`config.mk`:
```
export PLATFORM = sky130hd
export DESIGN_NAME = stack_unit
export DESIGN_NICKNAME = d
export VERILOG_FILES = /design/src/rtl/stack_unit.sv
export SDC_FILE = /design/constraint.sdc
export NUM_CORES = 1
export LEC_CHECK = 0
export ABC_AREA = 1
export CORE_MARGIN = 2
export CORE_UTILIZATION = 40
export CTS_CLUSTER_SIZE = 10
export DETAILED_ROUTE_END_ITERATION = 7
export PLACE_DENSITY = 0.68
export SETUP_SLACK_MARGIN = 0.4
export SYNTH_ARGS = -nofsm -noshare
export SYNTH_HDL_FRONTEND = slang
export SYNTH_SLANG_ARGS = --single-unit
```
`constraint.sdc`:
```
create_clock -name clk -period 3.75 [get_ports clk]
set_input_delay 0.375 -clock clk [delete_from_list [all_inputs] [get_ports clk]]
set_output_delay 0.375 -clock clk [all_outputs]
set_load 0.01 [all_outputs]
```
`src/rtl/stack_unit.sv`:
```
// -----------------------------------------------------------------------------
// stack_unit
// Hardware LIFO stack for the accumulator datapath. It holds DEPTH words of
// WIDTH bits and keeps an address-style stack pointer for MAR formation. The
// pointer starts at SP_TOP when the stack is empty and moves down one step for
// each entry. There is also a push+pop "replace top" mode and sticky error
// flags.
//
// Optional feature macro: STACK_WATERMARK_EN
//   When this macro is defined, the block adds the hiwater output and the
//   high-water-mark logic.
//
// Ports
//   clk        in   1      rising-edge clock
//   reset      in   1      synchronous, active-high reset
//   push       in   1      push strobe (single cycle)
//   pop        in   1      pop strobe (single cycle)
//   din        in   WIDTH  data to push / replace
//   clr_err    in   1      clears overflow/underflow (and hiwater)
//   dout       out  WIDTH  registered top-of-stack (0 when empty)
//   sp         out  WIDTH  registered SP_TOP - count
//   count      out  CW     number of valid entries
//   empty      out  1      count == 0
//   full       out  1      count == DEPTH
//   overflow   out  1      sticky: a push was rejected because the stack was full
//   underflow  out  1      sticky: a pop was rejected because the stack was empty
//   hiwater    out  CW     (STACK_WATERMARK_EN) highest count since reset/clr_err
// -----------------------------------------------------------------------------
module stack_unit #(
  parameter int              WIDTH  = 8,
  parameter int              DEPTH  = 4,
  parameter logic [WIDTH-1:0] SP_TOP = 8'h68,
  localparam int             CW     = $clog2(DEPTH + 1)
) (
  input  logic             clk,
  input  logic             reset,
  input  logic             push,
  input  logic             pop,
  input  logic [WIDTH-1:0] din,
  input  logic             clr_err,
  output logic [WIDTH-1:0] dout,
  output logic [WIDTH-1:0] sp,
  output logic [CW-1:0]    count,
  output logic             empty,
  output logic             full,
  output logic             overflow,
  output logic             underflow
`ifdef STACK_WATERMARK_EN
  ,
  output logic [CW-1:0]    hiwater
`endif
);

  localparam int          AW       = (DEPTH > 1) ? $clog2(DEPTH) : 1;
  localparam logic [CW-1:0] FULL_CNT = CW'(DEPTH);

  logic [WIDTH-1:0] r_mem [DEPTH];
  logic [CW-1:0]    r_count;
  logic [WIDTH-1:0] r_sp;
  logic [WIDTH-1:0] r_dout;
  logic             r_overflow;
  logic             r_underflow;

  logic             w_empty;
  logic             w_full;
  logic             w_push;      // a new entry is added
  logic             w_pop;       // the top entry is removed
  logic             w_repl;      // the top entry is overwritten in place
  logic             w_ovf_ev;
  logic             w_unf_ev;
  logic [AW-1:0]    w_top_idx;
  logic [AW-1:0]    w_below_idx;
  logic [AW-1:0]    w_wr_idx;
  logic [CW-1:0]    w_count_nxt;
  logic [WIDTH-1:0] w_sp_nxt;
  logic [WIDTH-1:0] w_dout_nxt;

  assign w_empty = (r_count == '0);
  assign w_full  = (r_count == FULL_CNT);

  // With push+pop on an empty stack, the push is still performed. Only the pop
  // is rejected. DEPTH >= 2, so an empty stack can never be full at the same
  // time.
  assign w_push   = push && (pop ? w_empty : !w_full);
  assign w_pop    = pop && !push && !w_empty;
  assign w_repl   = push && pop && !w_empty;
  assign w_ovf_ev = push && !pop && w_full;
  assign w_unf_ev = pop && w_empty;

  // The slot index is derived from the occupancy count. These indices are only
  // used when the count makes them valid, so the truncation has no effect.
  assign w_top_idx   = AW'(r_count - 1'b1);
  assign w_below_idx = AW'(r_count - CW'(2));
  assign w_wr_idx    = w_push ? AW'(r_count) : w_top_idx;

  // NOTE: every combinational output gets a default value first, so that no
  // path through the block leaves a signal unassigned and infers a latch.
  always_comb begin
    w_count_nxt = r_count;
    w_sp_nxt    = r_sp;
    w_dout_nxt  = r_dout;
    if (w_push) begin
      w_count_nxt = r_count + 1'b1;
      w_sp_nxt    = r_sp - 1'b1;
      w_dout_nxt  = din;
    end else if (w_repl) begin
      w_dout_nxt  = din;
    end else if (w_pop) begin
      w_count_nxt = r_count - 1'b1;
      w_sp_nxt    = r_sp + 1'b1;
      w_dout_nxt  = (r_count == CW'(1)) ? '0 : r_mem[w_below_idx];
    end
  end

  // NOTE: the storage array has no reset. Its contents are don't-care after
  // reset, because the count alone decides which entries are valid.
  always_ff @(posedge clk) begin
    if (!reset && (w_push || w_repl)) begin
      r_mem[w_wr_idx] <= din;
    end
  end

  // NOTE: sequential state uses non-blocking assignments. This way every
  // register samples the pre-edge values, whatever the order of the
  // statements.
  always_ff @(posedge clk) begin
    if (reset) begin
      r_count     <= '0;
      r_sp        <= SP_TOP;
      r_dout      <= '0;
      r_overflow  <= 1'b0;
      r_underflow <= 1'b0;
    end else begin
      r_count     <= w_count_nxt;
      r_sp        <= w_sp_nxt;
      r_dout      <= w_dout_nxt;
      // If an error event happens in the same cycle as clr_err, the event wins.
      r_overflow  <= w_ovf_ev || (r_overflow && !clr_err);
      r_underflow <= w_unf_ev || (r_underflow && !clr_err);
    end
  end

`ifdef STACK_WATERMARK_EN
  logic [CW-1:0] r_hiwater;

  always_ff @(posedge clk) begin
    if (reset) begin
      r_hiwater <= '0;
    end else if (clr_err) begin
      r_hiwater <= w_count_nxt;
    end else if (w_count_nxt > r_hiwater) begin
      r_hiwater <= w_count_nxt;
    end
  end

  assign hiwater = r_hiwater;
`endif

  assign dout      = r_dout;
  assign sp        = r_sp;
  assign count     = r_count;
  assign empty     = w_empty;
  assign full      = w_full;
  assign overflow  = r_overflow;
  assign underflow = r_underflow;

endmodule

```
# Word level (Yosys, flattened, before mapping)
# Memory sizes are Yosys's and may differ from the RTL's.
# Index checks and enable logic that the tools add are counted.
dict set report word_totals {
  mem_bits_rw 32
  n_memories 1
  output_inout_bits 23
  reg_bits 21
  in_bits 13
  mem_bits_ro 0
  wordCells 52
  latchBits 0
}
dict set report op_classes {
  n_div 0
  n_mul 0
  bitwise 0
  n_lt_le_gt_ge 0
  shifts 0
  mux 14
  add_sub_neg 5
  eq_ne 3
  n_reduce_logical 24
}
# name depth width read_ports rd_clocked_by_memory_dff wr line_no
set memory_table {}
lappend memory_table {r_mem 4 8 1 0 1 57} ;# logic [WIDTH-1:0] r_mem [DEPTH];
# cell n
set ops {}
lappend ops {{two-way mux 8 bit} 7}
lappend ops {{logical AND 1 bit} 11}
lappend ops {{two-way mux 3 bit} 3}
lappend ops {{adder 8 x 1 -> 8 bit (second input constant)} 1}
lappend ops {{subtractor 8 x 1 -> 8 bit (second input constant)} 1}
lappend ops {{logical NOT 1 bit} 6}
lappend ops {{adder 3 x 1 -> 3 bit (second input constant)} 1}
lappend ops {{== test 3 x 1 -> 1 bit (second input constant)} 1}
lappend ops {{== test 3 bit (second input constant)} 1}
lappend ops {{logical NOT 3 bit} 1}
lappend ops {{logical OR 1 bit} 3}
lappend ops {{two-way mux 1 bit} 3}
lappend ops {{nonzero test 3 bit} 1}
lappend ops {{subtractor 3 x 1 -> 3 bit (second input constant)} 1}
lappend ops {{two-way mux 2 bit} 1}
lappend ops {{inequality test 2 bit (second input constant)} 1}
lappend ops {{AND reduction 2 bit} 1}
lappend ops {{nonzero test 2 bit} 1}
lappend ops {{subtractor 2 bit (second input constant)} 1}

# Logic depth before layout (Yosys ltp)
# Gate-level depths: netlist (run 1).
dict set report logic_depth {
  depth_word 8
  mapped_depth 18
  depth_no_buf 16
}

# Least setup slack after synthesis (run 1)
# Ideal clock, no wire load.
dict set report synth_timing {
  path_type {flip-flop to flip-flop}
  start {register r_count[0], in the netlist count[0]}
  end {memory r_mem[0][0], enable pin}
  t_required_ns 3.367
  path_buffers 2
  setup_slack_ns 0.678
  setup_ns 0.383
  arrival_ns 2.689
  path_stages_with_launch 10
  synth_period_minus_slack_ns 3.072
  path_cell_list {dfxtp_1 > clkinv_1 > buf_1 > ha_1 > nand2_2 > nand3_4 > buf_8 > ha_1 > inv_1 > nor3_1}
}
dict set report synth_between {
  elab_chain_len 8
  word_cells_on_any_way 13
  cone_classes {1 x add/sub; 1 x eq/ne; 4 x mux; 7 x reduce/logical}
}
# item line_no
set synth_rtl {}
lappend synth_rtl {{start, declared} 58} ;# logic [CW-1:0] r_count;
lappend synth_rtl {{start signal, assigned} 134} ;# r_count <= w_count_nxt;
lappend synth_rtl {{== test 3 bit} 79} ;# assign w_full = (r_count == FULL_CNT);
lappend synth_rtl {{logical NOT 1 bit} 84} ;# assign w_push = push && (pop ? w_empty : !w_full);
lappend synth_rtl {{two-way mux 1 bit} 84}
lappend synth_rtl {{logical AND 1 bit} 84}
lappend synth_rtl {{logical OR 1 bit} 118} ;# if (!reset && (w_push || w_repl)) begin
lappend synth_rtl {{logical AND 1 bit} 118}
lappend synth_rtl {{two-way mux 1 bit} 118}
lappend synth_rtl {{two-way mux 1 bit (not written as such)} 119} ;# r_mem[w_wr_idx] <= din;
lappend synth_rtl {{end, declared} 57}
# Parallel ways exist; a longest one is shown, timed or not.

# Final worst setup path (run 1)
dict set report layout_timing {
  start {register r_count[1], in the netlist count[1]}
  end {memory r_mem[2][7], enable pin}
}
# The elaborated chain is that of the path after synthesis.

==> run summary, run 1 <==
status: finished clean
vias in the first global route: 2057
Buffers on Ports: 35
Final ANT Viol Nets: 0
final setup fails: 0
Slew @ Worst Pin: 0.538 ns
antenna violations before repair: 0
Row Count: 29
power per cell area: 799 nW/µm²
Clock Latency Late Sink: 0.31 ns
Max-Cap Viols: 0
DRC viols: 0
Synth top area share: 37.4%
die width: 84.1 µm
total gr overflow: 0
number of buffers created by CTS: 5
Worst Hold Margin: 0.474 ns
hold buffer count at CTS: 0
Max FO, Critical Path: 15
Die Area: 7080 µm²
Yosys Warn Count: 0
Critical Path RT: 3.78 ns
routed vias/inst: 5.25
Setup WS post-layout: 0.967 ns
wire per inst: 16.0 µm
RSZ-0062 raised after global routing: no
Cells after Synth: 272
LEAKAGE: 0.00124 µW
IO Count: 36
final setup TNS: 0 ns
Initial Util: 40.9%
grt met3 use: 3.96%
diodes inserted: 0
core footprint: 6280 µm²
CP cell instances: clkinv_1 -> ha_1 -> nand2_2 -> nand3_4 -> ha_1 -> inv_1 -> nor3_1 -> buf_4
cell repeated most along the worst path: ha_1
routability cong.: 0.889
post-CTS setup buffer count: 0
GR Layer Usage met1: 22.8%
largest net degree at the start of global routing: 22
initial DRC count: 89
die height: 84.1 µm
Avg Cell Area, Syn: 9.44 µm²
Max Slew Vio Count: 0
Final #Nets: 331
Synth-to-Final Area Change: 21.6%
Yosys cell types: 38
sequential area share after synthesis: 53.8%
clock buffer depth: 2
Reg area: 1380 µm²
layout cell share with drive strength beyond 1: 10.9%
CTS Sinks: 53
fin crit share: 74.2%
CP Launch Type: flip-flop
worst path arrival time: 2.81 ns
Crit-path slowest cell: dfxtp_1
dpl hpwl: 4570 µm
Hold Crit Class: flip-flop to flip-flop
Fin. Hold Viols: 0
GRT Total Usage: 18.3%
Yosys reg bits: 53
Rel. slew slack: 64.1%
Clock Root Buffer: clkbuf_8
cell taking the most area after synthesis: edfxtp_1
f_max: 359 MHz
Mapped Nets: 291
Multi-input gate area: 1030 µm²
Setup CP Type: flip-flop to flip-flop
Worst-path clk slew: 0.09 ns
VDD IR max: 0.000374 V
first-pass iteration count of the detailed router: 4
Final Skew: 0.00642 ns
vias after detailed routing: 2047
Reg2Reg Setup Slack: 0.97 ns
mapped cell area: 2570 µm²
min Tclk post-route: 2.78 ns
Crit. End Element: flip-flop
final wirelength: 6230 µm
most crowded layer after global routing: met2
GRT met2 Usage: 31.2%
top post-synthesis cells by area: edfxtp_1, dfxtp_1, nand2_1
cts repair resizes: 0
CP max stage delay: 0.51 ns
first-pass GRT wire length: 9990 µm
fillers: 608
pre-CTS setup slack: 0.976 ns
H-Tree Depth: 2
CTS tree: built
==> layout by cell type, fill, tap and decap left out, drive strengths merged, types with 4 or more instances in the layout <==
cell,synthesis,final
nand3,9,9
nor2,24,24
a31oi,9,9
edfxtp,32,32
clkdlybuf4s50,0,35
nand2,59,59
clkinv,3,4
dfxtp,21,21
a21oi,6,6
nand4,10,10
nor3,6,6
o22ai,8,8
inv,26,26
clkbuf,4,5
o21ai,32,32
ha,6,6
buf,4,6
==> cell usage after synthesis, drive strengths merged <==
| master | instances |
|---|---|
| a21oi | 6 |
| a221oi | 1 |
| a31oi | 9 |
| a41oi | 3 |
| buf | 4 |
| clkbuf | 4 |
| clkinv | 3 |
| dfxtp | 21 |
| edfxtp | 32 |
| ha | 6 |
| inv | 26 |
| nand2 | 59 |
| nand3 | 9 |
| nand4 | 10 |
| nor2 | 24 |
| nor3 | 6 |
| o211ai | 2 |
| o21ai | 32 |
| o21bai | 2 |
| o22ai | 8 |
| or2 | 1 |
| xnor2 | 1 |
| xor2 | 3 |
==> routing by layer <==
layer | up-vias | part of all wire [%]
met5 | - | 0
met4 | 0 | 1.9
met3 | 10 | 5.3
met2 | 66 | 48
met1 | 944 | 44
li1 | 1027 | -
==> critical path, delay by kind of cell (launching register included) <==
kind / cells / cell delay, ns
simple gates: 3 / 0.62
fa+ha+maj: 2 / 0.76
flops: 1 / 0.51
buf+inv: 3 / 0.61
==> power breakdown <==
| part | internal (µW) | total, µW | switching (µW) |
|---|---|---|---|
| sequential | 769 | 868 | 99.0 |
| clock | 197 | 384 | 187 |
| combinational | 497 | 1250 | 748 |
| total | 1460 | 2500 | 1030 |
==> flip-flops by register name, summed over array words and instances, names as in the netlist <==
| signal | count |
|---|---|
| overflow | 1 |
| count | 3 |
| dout | 8 |
| sp | 8 |
| r_mem | 32 |
| underflow | 1 |
==> metrics by stage <==
step / utilization, % / cells / instance area, µm² / total power, µW
after CTS: 49.8 / 390 / 3120 / 2510
after global routing: 49.8 / 390 / 3120 / 2690
final: 49.8 / 390 / 3120 / 2500
after floorplan: - / 272 / 2570 / 1680
after detailed placement: 48.0 / 382 / 3010 / 2130
after global placement: 48.0 / 382 / 3010 / 2110
==> final cells by class <==
class | instances | area share, %
flip-flops and latches | 53 | 44.2
multi-input cells | 182 | 33.0
repair buffers | 41 | 12.7
inverters | 29 | 3.53
well taps | 77 | 3.08
clock buffers | 5 | 2.20
clock inverters | 3 | 1.32
==> cells by family after synthesis <==
| group | after synthesis | synth area share, % |
|---|---|---|
| adders and majority gates | 6 | 2.92 |
| buffers and inverters | 37 | 6.09 |
| xor gates and xnor gates | 4 | 1.36 |
| and+or+nand+nor | 109 | 20.1 |
| DFF | 53 | 53.8 |
| AOI/OAI and AO/OA | 63 | 15.7 |
==> worst paths after layout <==
| path | start | end | depth (start not counted) |
|---|---|---|---|
| max reg2reg | count[1]$_SDFFE_PP0P_ | r_mem[2][7]$_DFFE_PP_ | 8 |
| max | count[1]$_SDFFE_PP0P_ | r_mem[2][7]$_DFFE_PP_ | 8 |
| min | underflow$_SDFF_PP0_ | underflow$_SDFF_PP0_ | 2 |
| min reg2reg | underflow$_SDFF_PP0_ | underflow$_SDFF_PP0_ | 2 |
Power figures use the tool's default switching activity.
==> run 2: changes to the inputs <==
Clock period 3.75 ns to 2.6 ns, I/O delays scaled along.
==> run 2 against run 1 <==
Compared with the run above: sequential share of layout area decreased by 3.0 points; critical path depth increased by 4; cell count increased by 3.6%; critical endpoint is now r_mem[3][5]$_DFFE_PP_; via count increased by 4.7%; clock power increased by 51%.
==> run summary, run 2 (same netlist as run 1, synthesis figures left out) <==
status: finished clean
Clock Root Buffer: clkbuf_8
CP max stage delay: 0.37 ns (-0.14 ns)
Die Area: 7080 µm² (unchanged)
IO Count: 36 (unchanged)
worst path arrival time: 2.10 ns (-0.71 ns)
vias after detailed routing: 2144 (+4.7%)
Crit-path slowest cell: dfxtp_2
most frequent cells in the layout: nand2_1, clkdlybuf4s50_1, edfxtp_1
CP Launch Type: flip-flop
number of flip-flops in the largest register: 32 (unchanged)
number of buffers created by CTS: 5 (unchanged)
Max FO, Critical Path: 8 (-7)
Final Skew: 0.00617 ns (-0.000250 ns)
Synth-to-Final Area Change: 31.0%
dpl hpwl: 4270 µm (-6.5%)
Hold Crit Class: flip-flop to flip-flop
Setup CP Type: flip-flop to flip-flop
H-Tree Depth: 2 (unchanged)
most common cell after layout, fill and taps aside: nand2_1
Rel. slew slack: 79.3% (+15 points)
die height: 84.1 µm (unchanged)
hold buffer count at CTS: 0 (unchanged)
first-pass iteration count of the detailed router: 4 (unchanged)
vias in the first global route: 2058 (+0.049%)
DRC viols: 0 (unchanged)
initial DRC count: 97 (+9.0%)
min Tclk post-route: 2.08 ns (-0.707 ns)
routed vias/inst: 5.31 (+1.1%)
Post-Route Utilization: 53.6% (+3.8 points)
die width: 84.1 µm (unchanged)
wire per inst: 15.5 µm (-2.6%)
Critical Path RT: 2.63 ns (-1.15 ns)
CTS Sinks: 53 (unchanged)
CTS tree: built
clock buffer depth: 2 (unchanged)
final wirelength: 6280 µm (+0.85%)
layout cell share with drive strength beyond 1: 18.3% (+7.5 points)
Worst-path clk slew: 0.10 ns (about the same)
fin crit share: 79.9% (+5.6 points)
hold path cells: 2 (unchanged)
largest reg by FF count: r_mem
largest net degree at the start of global routing: 21 (-4.5%)
antenna violations before repair: 0 (unchanged)
CP cell instances: clkinv_4 -> ha_4 -> inv_2 -> nand2_4 -> nand3_4 -> buf_4 -> inv_4 -> or2_4 -> o21ai_4 -> inv_2 -> nor3_4 -> buf_4
Initial Util: 40.9% (unchanged)
Slew @ Worst Pin: 0.310 ns (-0.228 ns)
RSZ-0062 raised after global routing: no
Max Slew Vio Count: 0 (unchanged)
Final #Nets: 345 (+4.2%)
R2R depth: 12 (+4)
Clock Latency Late Sink: 0.31 ns (about the same)
Row Count: 29 (unchanged)
GRT Total Usage: 18.0% (-0.26 points)
Max-Cap Viols: 0 (unchanged)
VDD IR max: 0.000569 V (+52%)
power per cell area: 1170 nW/µm² (+47%)
total gr overflow: 0 (unchanged)
diodes inserted: 0 (unchanged)
f_max: 482 MHz (+34%)
first-pass GRT wire length: 10000 µm (+0.14%)
routability cong.: 0.877 (-1.4%)
final setup fails: 0 (unchanged)
Fin. Hold Viols: 0 (unchanged)
core footprint: 6280 µm² (unchanged)
LEAKAGE: 0.00135 µW (+9.2%)
Final ANT Viol Nets: 0 (unchanged)
final setup TNS: 0 ns (unchanged)
Reg2Reg Setup Slack: 0.52 ns (-0.44 ns)
Buffers on Ports: 35 (unchanged)
Crit. End Element: flip-flop
==> run 2: cell types whose count changed in the layout (fill, tap and decap cells not counted), moves of 2 or more <==
cell	previous run	this run
buf_4	6	17
nor3_1	6	2
nor3_4	0	4
buf_12	0	3
clkinv_1	3	1
clkinv_4	0	2
dfxtp_1	21	19
ha_1	6	4
==> run 2: layout make-up <==
type,instances,area (µm²)
Timing Repair Buffer,55,538
Fill cell,572,2910
Sequential cell,53,1390
Clock buffer,5,68.8
Multi-Input combinational cell,182,1110
Clock inverter,3,45.0
Inverter,29,123
Tap cell,77,96.3
==> run 2: final timing paths <==
kind	from	to
max	count[1]$_SDFFE_PP0P_	r_mem[3][5]$_DFFE_PP_
min	underflow$_SDFF_PP0_	underflow$_SDFF_PP0_
max reg2reg	count[1]$_SDFFE_PP0P_	r_mem[3][5]$_DFFE_PP_
min reg2reg	underflow$_SDFF_PP0_	underflow$_SDFF_PP0_
==> run 2: where the power goes <==
| part | switching (µW) | internal [µW] |
|---|---|---|
| clock | 289 | 291 |
| sequential | 137 | 1110 |
| combinational | 1220 | 898 |
==> run 2: metal layers <==
layer  up-vias  routed length (µm)  GRT usage [%]
li1       1059                   -              -
met4         0                  68           5.13
met1      1024                2730           21.8
met3         8                 270           3.07
met2        53                3210           32.9
met5         -                   0              0
==> run 2: worst max-delay path, delay by kind of cell, from the launching register on <==
kind | cells | cell delay [ns]
AOI/OAI and AO/OA | 1 | 0.11
adders and majority gates | 1 | 0.17
buffers and inverters | 6 | 0.61
DFF | 1 | 0.37
and+or+nand+nor | 4 | 0.53
==> run 2: metrics by stage <==
step | total power, µW | hold slack [ns] | area [µm²] | worst slack (ns) | instances
after floorplan | 2620 | 0.322 | 2680 | 0.297 | 272
after global placement | 3250 | 0.455 | 3150 | 0.302 | 388
after detailed placement | 3280 | 0.454 | 3150 | 0.237 | 388
after CTS | 3920 | 0.469 | 3330 | 0.402 | 400
after global routing | 4230 | 0.500 | 3360 | 0.407 | 404
final | 3950 | 0.465 | 3360 | 0.524 | 404
==> run 2: timing repair <==
item                                    CTS  global route
pin swaps                                 2             0
setup buffers                             4             4
endpoints found under the setup margin   19            19
gates resized for setup                   1             2
